**config.mk**
```make
export PLATFORM = sky130hd
export DESIGN_NAME = wb_regfile
export DESIGN_NICKNAME = d
export VERILOG_FILES = /design/src/rtl/wb_regfile.sv
export SDC_FILE = /design/constraint.sdc
export NUM_CORES = 2
export LEC_CHECK = 0
export CORE_ASPECT_RATIO = 1.2
export CORE_MARGIN = 8
export CORE_UTILIZATION = 42
export CTS_CLUSTER_SIZE = 16
export DETAILED_ROUTE_END_ITERATION = 7
export PLACE_DENSITY = 0.67
export SKIP_LAST_GASP = 1
export SYNTH_ARGS = -nofsm -noshare
export SYNTH_HDL_FRONTEND = slang
export SYNTH_SLANG_ARGS = --single-unit
```
**constraint.sdc**
```tcl
create_clock -name clock -period 4.05 [get_ports clock]
set_input_delay 0.81 -clock clock [delete_from_list [all_inputs] [get_ports clock]]
set_output_delay 0.81 -clock clock [all_outputs]
set_load 0.05 [all_outputs]
```
**src/rtl/wb_regfile.sv**
```systemverilog
// Write-back stage register file: 32x32 storage, two combinational read ports and one write port.
// Write lands one clock after wb_valid, reads take zero cycles, and the block never stalls.
module wb_regfile #(
  parameter logic BYPASS = 1'b1
) (
  input  logic        clock,
  input  logic        reset,
  input  logic        reg_write,
  input  logic [1:0]  s_data_write,
  input  logic [4:0]  num_write,
  input  logic [31:0] pc_4,
  input  logic [31:0] alu,
  input  logic [31:0] mem,
  input  logic [4:0]  rs_num,
  input  logic [4:0]  rt_num,
  output logic [31:0] rs_data,
  output logic [31:0] rt_data,
  output logic [31:0] wb_data,
  output logic        wb_valid
);

  logic [31:0] regs [32];

  always_comb begin
    wb_data = alu;
    case (s_data_write)
      2'b01:   wb_data = mem;
      2'b10:   wb_data = pc_4;
      default: wb_data = alu;
    endcase
  end

  // Reset masks the write strobe, which also suppresses forwarding while reset is held.
  assign wb_valid = reg_write && (num_write != 5'd0) && !reset;

  always_ff @(posedge clock) begin
    if (reset) begin
      for (int i = 0; i < 32; i++) begin
        regs[i] <= 32'h0000_0000;
      end
    end else if (wb_valid) begin
      regs[num_write] <= wb_data;
    end
  end

  always_comb begin
    rs_data = regs[rs_num];
    if (rs_num == 5'd0) begin
      rs_data = 32'h0000_0000;
    end else if (BYPASS && wb_valid && (rs_num == num_write)) begin
      rs_data = wb_data;
    end
  end

  always_comb begin
    rt_data = regs[rt_num];
    if (rt_num == 5'd0) begin
      rt_data = 32'h0000_0000;
    end else if (BYPASS && wb_valid && (rt_num == num_write)) begin
      rt_data = wb_data;
    end
  end

endmodule

```
==> metrics.yaml <==
status: "finished with violations"
failed_checks: "design-rule violations, negative setup slack"
p_switching_uw: 7110
largest_reg_flops: 1024
seqPwrFrac_pct: 47.4
crit_fanout: 31
post-cts-setup-buffers: 0
drive_above_1_share_pct: 26.3
leakage_uw: 0.0216
wire_per_inst_um: 29.6
critPathBufInv: 5
synth_mux_area_share_pct: 21.4
crit_required_ps: 3240
report.final.hold_viol_count: 0
max-cap-violations: 0
initial_utilization_pct: 42.2
yosysTopAreaCellShare_pct: 57.8
ant_nets: 0
die_h_um: 406
finalSetupTns_ps: -52.1
hold_depth: 2
grtUsageTotal_pct: 24.6
synthTopCellsByArea: "edfxtp_1, mux4_2, nor2_1, mux2_2, mux2i_1"
period_needed_ps: 4100
rsz0062_at_grt: "yes"
hpwlAfterDp_um: 116000
worstPathArrival_ps: 3290
slowest_delay_ps: 460
grt_pass1_vias: 37684
comb_power_share_pct: 17.8
pre_cts_slack_ps: -303
vias_per_cell: 6.30
setup_ws_ps: -52.1
nets: 4327
biggestRegsByFlops: "regs (1024)"
dr.pass1.iters: 8
seq_area_frac_synth_pct: 57.8
gr-total-overflow: 0
grt_pass1_wl_um: 252000
final_max_slew_viol_count: 0
die-area_um2: 138000
cts.sinks: 1024
crit_chain: "clkdlybuf4s50_1 -> buf_4 -> buf_12 -> nor3b_2 -> buf_12 -> a221oi_1 -> o21ai_1 -> o21a_1 -> a21oi_1 -> buf_12"
clock_path_buffers: 3
hold_path_end: "regs[0][29]$_SDFFCE_PN0P_"
ys_warn_count: 0
fin_crit_sh_pct: 101
yosys.area_share.simple_pct: 10.2
core_area_um2: 126000
start_kind: "primary input"
synth_seq_cells: 1024
cts_hold_buf: 0
portBuffers: 212
cts_tree: "done"
p_int_uw: 19300
nFillCells: 10591
antenna_found_initial: 8
synth_top_family_by_area: "multiplexers"
cts_resized: 10
mostFrequentLayoutCells: "nor2_1, edfxtp_1, mux4_2, buf_4, buf_12"
wl_um: 176000
slowest_stage: "clkdlybuf4s50_1"
setup_viol: 1
drt-initial-drc-count: 5160
hold_slack_ps: 649
io_pins: 213
p_per_area_nw_per_um2: 420
ir_drop_uv: 300
die_x_um: 341
cpLargestDelayFamily: "compound AO/OA/AOI/OAI gates"
synthArstFlopShare_pct: 0
swShare_pct: 26.9
synth.avg_cell_area_um2: 13.3
synth_top_flop_cell: "edfxtp_1"
numCtsBuffers: 96
drc: 3
via_count: 37547
synth_xor_area_share_pct: 0.165
syn_to_final_growth_pct: 18.1
synth_compound_area_share_pct: 6.51
pwr-share-clk_pct: 34.8
synth_cell_types: 43
synthCells: 4005
regMostFlops: "regs"
hold_class: "primary input to flop"
synth_fa_ha_area_share_pct: 0.0470
worst_setup_path_end_kind: "output port"
slew_headroom_pct: 46.9
grt_start_max_net_pins: 54
yosysTopAreaCell: "edfxtp_1"
globalplace.congestion: 0.900
clock-root-buffer: "clkbuf_16"
worst_pin_slew_ps: 795
worstHoldStart: "reset"
synth_area_um2: 53200
h-tree-depth: 3
cts.clk_slew.worst_paths_ps: 70
critPathKind: "primary input to output port"
crit_top_cell: "buf_12"
max_freq_mhz: 244
synth-edff-count: 1024
mostFrequentLayoutCell: "nor2_1"
rows: 143
[cells by family after synthesis]
kind of cell,count (synthesis)
AOI/OAI and AO/OA,509
xor gates and xnor gates,10
adders and majority gates,2
buffers and inverters,465
DFF,1024
muxes,639
other,1
and+or+nand+nor,1355
[worst max path at each step]
stage	startpoint	slack, ps	depth (start not counted)	to
2_1_floorplan	num_write[2]	10	6	rt_data[0]
3_3_place_gp	num_write[2]	-210	8	rt_data[30]
3_5_place_dp	num_write[2]	-300	8	rt_data[30]
4_1_cts	rt_num[4]	9	10	rt_data[27]
5_1_grt	rs_num[2]	-50	11	rs_data[18]
6_report	rt_num[4]	-50	10	rt_data[24]
[through the flow]
step	instances	power, uW	instance area, um2	util (%)
6_report	5959	26400	62900	49.9
5_1_grt	5955	27000	62900	49.8
4_1_cts	5955	26400	62700	49.7
3_5_place_dp	5778	17300	59600	47.2
3_3_place_gp	5778	17300	59600	47.2
2_1_floorplan	4036	15300	53300	-
[per-layer routing]
layer  global-route usage [%]  wire length, um  up-vias
met1                     29.9            61400    18891
met5                        0               39        -
met3                     5.80            20300      497
met4                     12.1             9200        6
met2                     41.1            85400     2572
li1                         -                -    15581
[layout make-up]
| type | count | area [um2] | share of cell area [%] |
|---|---|---|---|
| Sequential cell | 1024 | 30700 | 48.9 |
| Multi-Input combinational cell | 2547 | 20800 | 33.1 |
| Timing Repair Buffer | 506 | 5970 | 9.49 |
| Clock buffer | 115 | 2490 | 3.97 |
| Tap cell | 1667 | 2090 | 3.32 |
| Clock inverter | 62 | 629 | 1.00 |
| Inverter | 34 | 128 | 0.203 |
| Antenna cell | 4 | 10.0 | 0.0159 |
[synthesized netlist by cell type, types with 38 or more instances]
| cell | count |
|---|---|
| o21ai_0 | 67 |
| buf_2 | 66 |
| a21oi_1 | 63 |
| o21a_1 | 63 |
| nor3_1 | 68 |
| mux2_2 | 126 |
| mux4_2 | 387 |
| nand2_1 | 69 |
| o22ai_1 | 125 |
| nand2b_1 | 38 |
| mux2i_1 | 126 |
| nor2_1 | 1122 |
| edfxtp_1 | 1024 |
| clkbuf_1 | 217 |
| o221ai_1 | 63 |
| buf_1 | 110 |
[power groups by stage]
stage / Clock, uW / Combinational (uW) / Sequential [uW]
floorplan: 0 / 2660 / 12600
global placement: 0 / 4590 / 12700
detailed placement: 0 / 4610 / 12700
CTS: 9230 / 4630 / 12500
global route: 9590 / 4860 / 12600
finish: 9180 / 4700 / 12500
Power figures use the tool's default switching activity.
